### src/rtl/conv_operand_feeder_if.sv
// rtl/conv_operand_feeder_if.sv - RAM read ports and operand output stream of the conv operand feeder
interface conv_operand_feeder_if #(
    parameter int BITWIDTH        = 8,
    parameter int FMAP_ADDR_WIDTH = 12,
    parameter int W_ADDR_WIDTH    = 7
);
    logic        [FMAP_ADDR_WIDTH-1:0] fmap_addr;
    logic signed [BITWIDTH-1:0]        fmap_rdata;
    logic        [W_ADDR_WIDTH-1:0]    w_addr;
    logic signed [BITWIDTH-1:0]        w_rdata;
    logic                              out_valid;
    logic                              out_ready;
    logic signed [BITWIDTH-1:0]        weight;
    logic signed [BITWIDTH-1:0]        data;
    logic signed [2*BITWIDTH-1:0]      bias;
    logic                              win_first;
    logic                              win_last;

    modport master (
        output fmap_addr, w_addr, out_valid, weight, data, bias, win_first, win_last,
        input  fmap_rdata, w_rdata, out_ready
    );

    modport slave (
        input  fmap_addr, w_addr, out_valid, weight, data, bias, win_first, win_last,
        output fmap_rdata, w_rdata, out_ready
    );
endinterface

### src/rtl/conv_operand_feeder.sv
// rtl/conv_operand_feeder.sv - sequences fmap/weight RAM reads and streams tagged (weight, data) pairs
// through a 2-entry FIFO to the 5x5 convolution MAC.
module conv_operand_feeder #(
    parameter int BITWIDTH        = 8,
    parameter int FILTER_WIDTH    = 5,
    parameter int FILTER_HEIGHT   = 5,
    parameter int FILTER_CHANNEL  = 3,
    parameter int IN_WIDTH        = 32,
    parameter int IN_HEIGHT       = 32,
    parameter int FMAP_ADDR_WIDTH = 12,
    parameter int W_ADDR_WIDTH    = 7
) (
    input  logic                         clk,
    input  logic                         reset,
    input  logic                         start,
    input  logic signed [2*BITWIDTH-1:0] bias_in,
    output logic                         busy,
    output logic                         done,
    conv_operand_feeder_if.master        bus
);
    function automatic int cnt_width(input int n);
        return (n > 1) ? $clog2(n) : 1;
    endfunction

    localparam int OUT_W = IN_WIDTH - FILTER_WIDTH + 1;
    localparam int OUT_H = IN_HEIGHT - FILTER_HEIGHT + 1;
    localparam int KCW   = cnt_width(FILTER_WIDTH);
    localparam int KRW   = cnt_width(FILTER_HEIGHT);
    localparam int CHW   = cnt_width(FILTER_CHANNEL);
    localparam int OCW   = cnt_width(OUT_W);
    localparam int ORW   = cnt_width(OUT_H);
    localparam int FAW   = FMAP_ADDR_WIDTH;
    localparam int WAW   = W_ADDR_WIDTH;

    localparam logic [KCW-1:0] KC_MAX = KCW'(FILTER_WIDTH - 1);
    localparam logic [KRW-1:0] KR_MAX = KRW'(FILTER_HEIGHT - 1);
    localparam logic [CHW-1:0] CH_MAX = CHW'(FILTER_CHANNEL - 1);
    localparam logic [OCW-1:0] OC_MAX = OCW'(OUT_W - 1);
    localparam logic [ORW-1:0] OR_MAX = ORW'(OUT_H - 1);

    // Constant address deltas applied when an inner loop wraps into the next outer one.
    localparam logic [FAW-1:0] STEP_KR  = FAW'(IN_WIDTH - FILTER_WIDTH + 1);
    localparam logic [FAW-1:0] STEP_CH  = FAW'(IN_HEIGHT * IN_WIDTH - (FILTER_HEIGHT - 1) * IN_WIDTH
                                              - (FILTER_WIDTH - 1));
    localparam logic [FAW-1:0] STEP_ROW = FAW'(FILTER_WIDTH);

    typedef enum logic [1:0] {
        S_IDLE,
        S_ISSUE,
        S_DRAIN,
        S_DONE
    } state_t;

    typedef struct packed {
        logic [BITWIDTH-1:0] weight;
        logic [BITWIDTH-1:0] data;
        logic                first;
        logic                last;
    } entry_t;

    state_t                 state_q, state_d;
    logic [KCW-1:0]         kc_q, kc_d;
    logic [KRW-1:0]         kr_q, kr_d;
    logic [CHW-1:0]         ch_q, ch_d;
    logic [OCW-1:0]         ocol_q, ocol_d;
    logic [ORW-1:0]         orow_q, orow_d;
    logic [FAW-1:0]         fmap_addr_q, fmap_addr_d;
    logic [FAW-1:0]         win_base_q, win_base_d;
    logic [WAW-1:0]         w_addr_q, w_addr_d;
    logic                   inflight_q, inflight_d;
    logic                   sh_first_q, sh_first_d;
    logic                   sh_last_q, sh_last_d;
    logic [1:0]             cnt_q, cnt_d;
    entry_t                 head_q, head_d;
    entry_t                 tail_q, tail_d;
    logic [2*BITWIDTH-1:0]  bias_q, bias_d;

    logic                   pop;
    logic                   push;
    logic                   issue;
    logic [2:0]             occ;
    logic                   kc_end, kr_end, ch_end, oc_end, or_end;
    logic                   cur_first, cur_last;
    entry_t                 push_entry;

    always_comb begin
        kc_end    = (kc_q == KC_MAX);
        kr_end    = (kr_q == KR_MAX);
        ch_end    = (ch_q == CH_MAX);
        oc_end    = (ocol_q == OC_MAX);
        or_end    = (orow_q == OR_MAX);
        cur_first = (kc_q == '0) && (kr_q == '0) && (ch_q == '0);
        cur_last  = kc_end && kr_end && ch_end;

        pop  = (cnt_q != 2'd0) && bus.out_ready;
        push = inflight_q;
        // Slots already committed: stored entries plus the read returning now, minus this cycle's pop.
        occ   = 3'(cnt_q) + 3'(inflight_q) - 3'(pop);
        issue = (state_q == S_ISSUE) && (occ < 3'd2);

        push_entry.weight = bus.w_rdata;
        push_entry.data   = bus.fmap_rdata;
        push_entry.first  = sh_first_q;
        push_entry.last   = sh_last_q;
    end

    always_comb begin
        state_d     = state_q;
        kc_d        = kc_q;
        kr_d        = kr_q;
        ch_d        = ch_q;
        ocol_d      = ocol_q;
        orow_d      = orow_q;
        fmap_addr_d = fmap_addr_q;
        win_base_d  = win_base_q;
        w_addr_d    = w_addr_q;
        bias_d      = bias_q;
        inflight_d  = issue;
        sh_first_d  = issue ? cur_first : sh_first_q;
        sh_last_d   = issue ? cur_last : sh_last_q;

        unique case (state_q)
            S_IDLE: begin
                if (start) begin
                    state_d     = S_ISSUE;
                    bias_d      = bias_in;
                    kc_d        = '0;
                    kr_d        = '0;
                    ch_d        = '0;
                    ocol_d      = '0;
                    orow_d      = '0;
                    fmap_addr_d = '0;
                    win_base_d  = '0;
                    w_addr_d    = '0;
                end
            end
            S_ISSUE: begin
                if (issue) begin
                    if (!kc_end) begin
                        kc_d        = kc_q + KCW'(1);
                        fmap_addr_d = fmap_addr_q + FAW'(1);
                        w_addr_d    = w_addr_q + WAW'(1);
                    end else if (!kr_end) begin
                        kc_d        = '0;
                        kr_d        = kr_q + KRW'(1);
                        fmap_addr_d = fmap_addr_q + STEP_KR;
                        w_addr_d    = w_addr_q + WAW'(1);
                    end else if (!ch_end) begin
                        kc_d        = '0;
                        kr_d        = '0;
                        ch_d        = ch_q + CHW'(1);
                        fmap_addr_d = fmap_addr_q + STEP_CH;
                        w_addr_d    = w_addr_q + WAW'(1);
                    end else if (!oc_end) begin
                        kc_d        = '0;
                        kr_d        = '0;
                        ch_d        = '0;
                        ocol_d      = ocol_q + OCW'(1);
                        win_base_d  = win_base_q + FAW'(1);
                        fmap_addr_d = win_base_q + FAW'(1);
                        w_addr_d    = '0;
                    end else if (!or_end) begin
                        kc_d        = '0;
                        kr_d        = '0;
                        ch_d        = '0;
                        ocol_d      = '0;
                        orow_d      = orow_q + ORW'(1);
                        win_base_d  = win_base_q + STEP_ROW;
                        fmap_addr_d = win_base_q + STEP_ROW;
                        w_addr_d    = '0;
                    end else begin
                        // Final pair issued; addresses stay on the last location.
                        state_d = S_DRAIN;
                    end
                end
            end
            S_DRAIN: begin
                if (pop && (cnt_q == 2'd1) && !inflight_q) begin
                    state_d = S_DONE;
                end
            end
            S_DONE: begin
                state_d = S_IDLE;
            end
            default: begin
                state_d = S_IDLE;
            end
        endcase
    end

    // Head register is the visible output; the tail only fills when the head is occupied.
    always_comb begin
        head_d = head_q;
        tail_d = tail_q;
        cnt_d  = cnt_q;
        unique case ({push, pop})
            2'b10: begin
                if (cnt_q == 2'd0) begin
                    head_d = push_entry;
                end else begin
                    tail_d = push_entry;
                end
                cnt_d = cnt_q + 2'd1;
            end
            2'b01: begin
                if (cnt_q == 2'd2) begin
                    head_d = tail_q;
                end
                cnt_d = cnt_q - 2'd1;
            end
            2'b11: begin
                if (cnt_q == 2'd1) begin
                    head_d = push_entry;
                end else begin
                    head_d = tail_q;
                    tail_d = push_entry;
                end
            end
            default: begin
                cnt_d = cnt_q;
            end
        endcase
    end

    always_ff @(posedge clk) begin
        if (reset) begin
            state_q     <= S_IDLE;
            kc_q        <= '0;
            kr_q        <= '0;
            ch_q        <= '0;
            ocol_q      <= '0;
            orow_q      <= '0;
            fmap_addr_q <= '0;
            win_base_q  <= '0;
            w_addr_q    <= '0;
            inflight_q  <= 1'b0;
            sh_first_q  <= 1'b0;
            sh_last_q   <= 1'b0;
            cnt_q       <= 2'd0;
            head_q      <= '0;
            tail_q      <= '0;
            bias_q      <= '0;
        end else begin
            state_q     <= state_d;
            kc_q        <= kc_d;
            kr_q        <= kr_d;
            ch_q        <= ch_d;
            ocol_q      <= ocol_d;
            orow_q      <= orow_d;
            fmap_addr_q <= fmap_addr_d;
            win_base_q  <= win_base_d;
            w_addr_q    <= w_addr_d;
            inflight_q  <= inflight_d;
            sh_first_q  <= sh_first_d;
            sh_last_q   <= sh_last_d;
            cnt_q       <= cnt_d;
            head_q      <= head_d;
            tail_q      <= tail_d;
            bias_q      <= bias_d;
        end
    end

    assign busy          = (state_q == S_ISSUE) || (state_q == S_DRAIN);
    assign done          = (state_q == S_DONE);
    assign bus.fmap_addr = fmap_addr_q;
    assign bus.w_addr    = w_addr_q;
    assign bus.out_valid = (cnt_q != 2'd0);
    assign bus.weight    = head_q.weight;
    assign bus.data      = head_q.data;
    assign bus.win_first = head_q.first;
    assign bus.win_last  = head_q.last;
    assign bus.bias      = bias_q;

    a_no_overflow : assert property (@(posedge clk) disable iff (reset)
        !(push && !pop && (cnt_q == 2'd2)));
endmodule

### src/flat_wrapper.sv
// flat-port wrapper written by rule: the top's interface ports become plain ports
module conv_operand_feeder_flat 
#(
    parameter int BITWIDTH        = 8,
    parameter int FILTER_WIDTH    = 5,
    parameter int FILTER_HEIGHT   = 5,
    parameter int FILTER_CHANNEL  = 3,
    parameter int IN_WIDTH        = 32,
    parameter int IN_HEIGHT       = 32,
    parameter int FMAP_ADDR_WIDTH = 12,
    parameter int W_ADDR_WIDTH    = 7
)
  (clk, reset, start, bias_in, busy, done, bus_fmap_addr, bus_w_addr, bus_out_valid, bus_weight, bus_data, bus_bias, bus_win_first, bus_win_last, bus_fmap_rdata, bus_w_rdata, bus_out_ready);
  conv_operand_feeder_if #(.BITWIDTH(BITWIDTH), .FMAP_ADDR_WIDTH(FMAP_ADDR_WIDTH), .W_ADDR_WIDTH(W_ADDR_WIDTH)) bus_i ();
  input  logic clk;
  input  logic reset;
  input  logic start;
  input  logic signed [2*BITWIDTH-1:0] bias_in;
  output logic busy;
  output logic done;
  output wire logic [$bits(bus_i.fmap_addr)-1:0] bus_fmap_addr;
  output wire logic [$bits(bus_i.w_addr)-1:0] bus_w_addr;
  output wire logic [$bits(bus_i.out_valid)-1:0] bus_out_valid;
  output wire logic [$bits(bus_i.weight)-1:0] bus_weight;
  output wire logic [$bits(bus_i.data)-1:0] bus_data;
  output wire logic [$bits(bus_i.bias)-1:0] bus_bias;
  output wire logic [$bits(bus_i.win_first)-1:0] bus_win_first;
  output wire logic [$bits(bus_i.win_last)-1:0] bus_win_last;
  input wire logic [$bits(bus_i.fmap_rdata)-1:0] bus_fmap_rdata;
  input wire logic [$bits(bus_i.w_rdata)-1:0] bus_w_rdata;
  input wire logic [$bits(bus_i.out_ready)-1:0] bus_out_ready;
  assign bus_fmap_addr = bus_i.fmap_addr;
  assign bus_w_addr = bus_i.w_addr;
  assign bus_out_valid = bus_i.out_valid;
  assign bus_weight = bus_i.weight;
  assign bus_data = bus_i.data;
  assign bus_bias = bus_i.bias;
  assign bus_win_first = bus_i.win_first;
  assign bus_win_last = bus_i.win_last;
  assign bus_i.fmap_rdata = bus_fmap_rdata;
  assign bus_i.w_rdata = bus_w_rdata;
  assign bus_i.out_ready = bus_out_ready;
  conv_operand_feeder #(.BITWIDTH(BITWIDTH), .FILTER_WIDTH(FILTER_WIDTH), .FILTER_HEIGHT(FILTER_HEIGHT), .FILTER_CHANNEL(FILTER_CHANNEL), .IN_WIDTH(IN_WIDTH), .IN_HEIGHT(IN_HEIGHT), .FMAP_ADDR_WIDTH(FMAP_ADDR_WIDTH), .W_ADDR_WIDTH(W_ADDR_WIDTH)) u_core (.clk(clk), .reset(reset), .start(start), .bias_in(bias_in), .busy(busy), .done(done), .bus(bus_i));
endmodule
### config.mk
export PLATFORM = sky130hd
export DESIGN_NAME = conv_operand_feeder_flat
export DESIGN_NICKNAME = d
export VERILOG_FILES = /design/src/rtl/conv_operand_feeder_if.sv /design/src/rtl/conv_operand_feeder.sv /design/src/flat_wrapper.sv
export SDC_FILE = /design/constraint.sdc
export NUM_CORES = 1
export LEC_CHECK = 0
export CORE_AREA = 4 4 125 127
export CTS_BUF_LIST = sky130_fd_sc_hd__clkbuf_2
export CTS_CLUSTER_SIZE = 30
export DETAILED_ROUTE_END_ITERATION = 10
export DIE_AREA = 0 0 129 131
export MAX_ROUTING_LAYER = met4
export PLACE_DENSITY = 0.59
export SLEW_MARGIN = 10
export SYNTH_ARGS = -nofsm -noshare
export SYNTH_HDL_FRONTEND = slang
export SYNTH_SLANG_ARGS = --single-unit
export TNS_END_PERCENT = 20
### constraint.sdc
create_clock -name clk -period 7.24 [get_ports clk]
set_input_delay 1.448 -clock clk [delete_from_list [all_inputs] [get_ports clk]]
set_output_delay 1.448 -clock clk [all_outputs]
set_load 0.01 [all_outputs]
# Yosys cells after proc, flatten, opt, wreduce, memory -nomap -nowiden
# Cells that the tools add are included.
# W data, S select, Z words.
# op_classes
n_addsub	15
order_cmp	1
eq_ne	30
reduce_logical	29
n_mux	73
# ops
cell	count
$mux W12	11
$mux W18	5
$mux W5	13
$pmux W18 S3	1
$mux W7	7
$pmux W12 S2	2
$pmux W18 S2	1
$mux W2	15
$mux W3	10
$add A12 B1 Y12 const B	2
$pmux W5 S2	2
$ne A2 B1 Y1 const B	9
$reduce_and A8 Y1	2
$pmux W7 S2	1
$add A12 B10 Y12 const B	1
$add A12 B3 Y12 const B	1
$add A12 B5 Y12 const B	1
$eq A2 B2 Y1 const B	6
$pmux W3 S2	2
$add A5 B1 Y5 const B	2
$eq A5 B5 Y1 const B	2
$logic_and A1 B1 Y1	8
$ne A2 B2 Y1 const B	4
$pmux W2 S2	2
other kinds (26)	38
# totals
inputBits	36
register_bits	108
out_inout_bits	56
elab_cells	170

# Logic depth before layout (Yosys ltp)
# logic_depth
word_depth	8
depth_mapped	14
depth_no_buf	12

# Least setup slack after synthesis
# No wires, ideal clock.
# synth_path
kind	input port to flip-flop
from	in bus_out_ready
to	reg u_core.win_base_q[5]
required_ns	7.170
stages	11
arrival_time_ns	3.957
setup_slack_ns	3.212
n_path_buf	1
cell_sequence	nor2b_1 ha_1 nand2b_1 fa_1 xnor2_1 and4b_1 buf_6 a2bb2oi_4 nand2_2 or4_1 a21oi_1
# synth_between
elab_chain_cells	6
# synth_rtl
element	line_no	source
from (decl)	flat_wrapper.sv:31	input wire logic [$bits(bus_i.out_ready)-1:0] bus_out_ready;
$logic_and A1 B1 Y1	conv_operand_feeder.sv:95	pop = (cnt_q != 2'd0) && bus.out_ready;
$sub A3 B1 Y3	conv_operand_feeder.sv:98	occ = 3'(cnt_q) + 3'(inflight_q) - 3'(pop);
$lt A3 B2 Y1	conv_operand_feeder.sv:99	issue = (state_q == S_ISSUE) && (occ < 3'd2);
$logic_and A1 B1 Y1	conv_operand_feeder.sv:99	
$ne A2 B1 Y1 (no source line)	-	
$reduce_and A7 Y1 (no source line)	-	
to (signal assigned)	conv_operand_feeder.sv:251	win_base_q <= win_base_d;
to (decl)	conv_operand_feeder.sv:68	logic [FAW-1:0] win_base_q, win_base_d;
# Every way passes these cells.
# A chain may end at the register's enable or synchronous reset.

# Worst setup path in the final report
# Same ends and word-level chain as after synthesis.

==> impl_metrics.env <==
export IMPL_r2r_slack_ps=3220
export IMPL_post_cts_setup_buffer_count=0
export IMPL_end_kind="flip-flop"
export IMPL_final_hold_violation_count=0
export IMPL_synth_top_family_by_area="simple AND/OR/NAND/NOR gates"
export IMPL_cp_start_kind="input port"
export IMPL_arrival_ps=5060
export IMPL_power_density_nw_per_um2=307
export IMPL_ctsResizeCount=0
export IMPL_timing_rr_start="u_core.cnt_q[1]$_SDFFE_PP0N_"
export IMPL_clk_path_buf_depth=2
export IMPL_port_buffers=91
export IMPL_setup_tns_ps=0
export IMPL_grtUsageTotal_pct=18.3
export IMPL_fin_cells=946
export IMPL_synth_fa_ha_area_share_pct=5.79
export IMPL_slew_viol_final=0
export IMPL_synth_edf_count=0
export IMPL_holdBufCountCts=0
export IMPL_rsz0062_at_grt="no"
export IMPL_async_flop_share_pct=0
export IMPL_setup_viol=0
export IMPL_ys_ff_latch=108
export IMPL_path_cells="clkdlybuf4s50_1 > nor2b_1 > ha_1 > nand2b_1 > fa_1 > xnor2_1 > and4b_1 > a2bb2oi_4 > nand2_2 > or4_1 > a21oi_1"
export IMPL_synthCells=694
export IMPL_yosys_warnings=0
export IMPL_htree_num_levels=3
export IMPL_drtIter0Drc=459
export IMPL_slowest_stage="and4b_1"
export IMPL_ant_nets=0
export IMPL_die_y_um=131
export IMPL_cts_root_buffer="clkbuf_2"
export IMPL_p_leak_nw=2.42
export IMPL_cap_violations=0
export IMPL_die_w_um=129
export IMPL_relSlewSlack_pct=32.3
export IMPL_detailroute_via_count=5204
export IMPL_grt_max_degree=96
export IMPL_place_ws_ps=2040
export IMPL_cp_depth=11
export IMPL_cpPeakStageDelay_ps=510
export IMPL_dp_hpwl_mm=10.3
export IMPL_ys_flop_type="dfxtp_1"
export IMPL_worst_pin_slew_ps=1010
export IMPL_path_buf_inv=1
export IMPL_min_path_type="flip-flop to flip-flop"
export IMPL_numCtsBuffers=9
export IMPL_finalCritPeriodShare_pct=62.5
export IMPL_antenna_found_initial=1
export IMPL_rows=44
export IMPL_syn_area_per_cell_um2=8.28
export IMPL_seq_area_frac_synth_pct=37.6
export IMPL_fill_cells=1400
export IMPL_crit_path_end="u_core.win_base_q[5]$_SDFFE_PP0P_"
export IMPL_post_place_cells=930
export IMPL_grt_pass1_wl_mm=24.6
export IMPL_core_area_um2=14400
export IMPL_path_clk_slew_ps=290
export IMPL_fin_skew_ps=24.7
export IMPL_synth_compound_area_share_pct=19.9
export IMPL_grt_pass1_vias=5064
export IMPL_remaining_drc_errors=0
export IMPL_netlist_area_um2=5740
export IMPL_p_total_mw=2.11
export IMPL_yosysUniqueCellTypes=66
export IMPL_dr_pass1_iters=5
export IMPL_area_growth_pct=19.3
export IMPL_path_max_fanout=18
export IMPL_drive_above_1_share_pct=5.12
export IMPL_clock_latency_ps=600
export IMPL_vias_per_cell=5.50
export IMPL_hold_slack_ps=474
export IMPL_gp_congestion=0.889
export IMPL_syn_num_nets=756
export IMPL_wirelength_mm=15.0
export IMPL_design_die_area_um2=16900
export IMPL_fin_nets=819
export IMPL_mostFrequentLayoutCell="dfxtp_1"
export IMPL_reg2reg_depth=12
export IMPL_synth_xor_area_share_pct=5.18
export IMPL_drt_wirelength_per_cell_um=15.8
export IMPL_startpoint="bus_out_ready"
export IMPL_layout_min_cycle_time_ps=4530
export IMPL_ir_worst_vdd_mv=0.171
export IMPL_cts_sink_count=108
export IMPL_synthSimpleGateAreaFrac_pct=22.6
export IMPL_crit_family="simple AND/OR/NAND/NOR gates"
export IMPL_start_util_pct=39.8
export IMPL_muxShareOfSynthArea_pct=4.18
export IMPL_layout_common_cells="dfxtp_1 (108), nor2_1 (92), clkdlybuf4s50_1 (90)"
export IMPL_regToRegEndpoint="u_core.win_base_q[5]$_SDFFE_PP0P_"
export IMPL_fmax_mhz=221
export IMPL_status="finished clean"
export IMPL_grt_overflow_total=0
export IMPL_worstPathRequired_ps=7770
export IMPL_setup_ws_ps=2710
export IMPL_worstSetupPathType="input port to flip-flop"
export IMPL_io_pins=92
export IMPL_cts_tree="built"
cell type report:
type                            count  area, um2  area share, %
Tap cell                          184        230           3.36
Antenna cell                        1       2.50         0.0365
Sequential cell                   108       2160           31.5
Multi-Input combinational cell    522       3320           48.5
Clock inverter                      6       71.3           1.04
Timing Repair Buffer               96        943           13.8
Clock buffer                        9       45.0          0.657
Inverter                           20       75.1           1.10
logic make-up (layout without fill, tap and decap cells):
logic type / after synthesis / after routing
compound gates: 167 / 167
xor+xnor: 34 / 34
fa+ha+maj: 26 / 26
buf+inv: 64 / 131
flops: 108 / 108
mux: 24 / 24
other cells: 0 / 1
simple gates: 271 / 271
synthesized netlist by cell type (3+ instances only):
master / number / share of area (%)
dfxtp_1: 108 / 38
nor2_1: 92 / 6.0
nand2_1: 81 / 5.3
a21oi_1: 54 / 4.7
clkbuf_1: 31 / 2.0
ha_1: 25 / 5.4
mux2i_1: 24 / 4.2
a211oi_1: 21 / 2.7
inv_1: 20 / 1.3
nand3_1: 20 / 1.7
o21ai_0: 20 / 1.7
a22oi_1: 19 / 2.5
xor2_1: 19 / 2.9
xnor2_1: 15 / 2.3
nor3_1: 12 / 1.0
a31oi_1: 8 / 0.87
buf_2: 8 / 0.70
nand4_1: 8 / 0.87
or3_1: 8 / 0.87
and2_1: 7 / 0.76
a221oi_1: 6 / 0.91
a21o_1: 5 / 0.65
and3_1: 5 / 0.54
nand4b_1: 5 / 0.76
and4_1: 4 / 0.61
nand2b_1: 4 / 0.44
nor3b_1: 4 / 0.52
o31ai_1: 4 / 0.52
or2_2: 4 / 0.44
or4_1: 4 / 0.52
nor2b_1: 3 / 0.33
layer usage:
layer | vias up | track usage (%) | share of wire, %
li1 | 2589 | - | -
met4 | 0 | 7.66 | 2.2
met3 | 25 | 3.37 | 5.4
met5 | - | - | 0
met1 | 2454 | 23.1 | 45
met2 | 136 | 29.0 | 47
per-stage QoR:
| stage | util [%] | cell area [um2] |
|---|---|---|
| after floorplan | - | 5740 |
| after global placement | 46.7 | 6740 |
| after detailed placement | 46.7 | 6740 |
| after CTS | 47.5 | 6850 |
| after global routing | 47.5 | 6850 |
| final | 47.5 | 6850 |
registers in the layout, indices dropped and copies added (netlist names), 2 cells and up:
signal and cells:
u_core.bus.bias 16, u_core.bus.data 8, u_core.bus.fmap_addr 12, u_core.bus.w_addr 7, u_core.bus.weight 8, u_core.ch_q 2
u_core.cnt_q 2, u_core.kc_q 3, u_core.kr_q 3, u_core.ocol_q 5, u_core.orow_q 5, u_core.state_q 2
u_core.tail_q 18, u_core.win_base_q 12
worst reg2reg max path, stage by stage (launching register included):
cell	delay [ps]
dfxtp_1	480
inv_1	100
ha_1	220
nor2b_1	300
ha_1	350
nand2b_1	190
fa_1	410
xnor2_1	170
and4b_1	510
a2bb2oi_4	450
nand2_2	160
or4_1	480
a21oi_1	140
where the power goes:
group / switching [mW] / internal, mW / total, mW
clock network: 0.212 / 0.0826 / 0.294
registers: 0.0742 / 0.702 / 0.777
logic: 0.601 / 0.433 / 1.03
worst min path at each step:
stage | endpoint | start | cells after the start
floorplan | u_core.win_base_q[2]$_SDFFE_PP0P_ | u_core.win_base_q[2]$_SDFFE_PP0P_ | 2
global placement | u_core.bus.bias[15]$_SDFFE_PP0P_ | u_core.bus.bias[15]$_SDFFE_PP0P_ | 2
detailed placement | u_core.bus.bias[14]$_SDFFE_PP0P_ | u_core.bus.bias[14]$_SDFFE_PP0P_ | 2
CTS | u_core.bus.bias[4]$_SDFFE_PP0P_ | u_core.bus.bias[4]$_SDFFE_PP0P_ | 2
global route | u_core.bus.bias[9]$_SDFFE_PP0P_ | u_core.bus.bias[9]$_SDFFE_PP0P_ | 2
finish | u_core.bus.bias[4]$_SDFFE_PP0P_ | u_core.bus.bias[4]$_SDFFE_PP0P_ | 2
No activity file was read; power rests on OpenSTA's default activity.
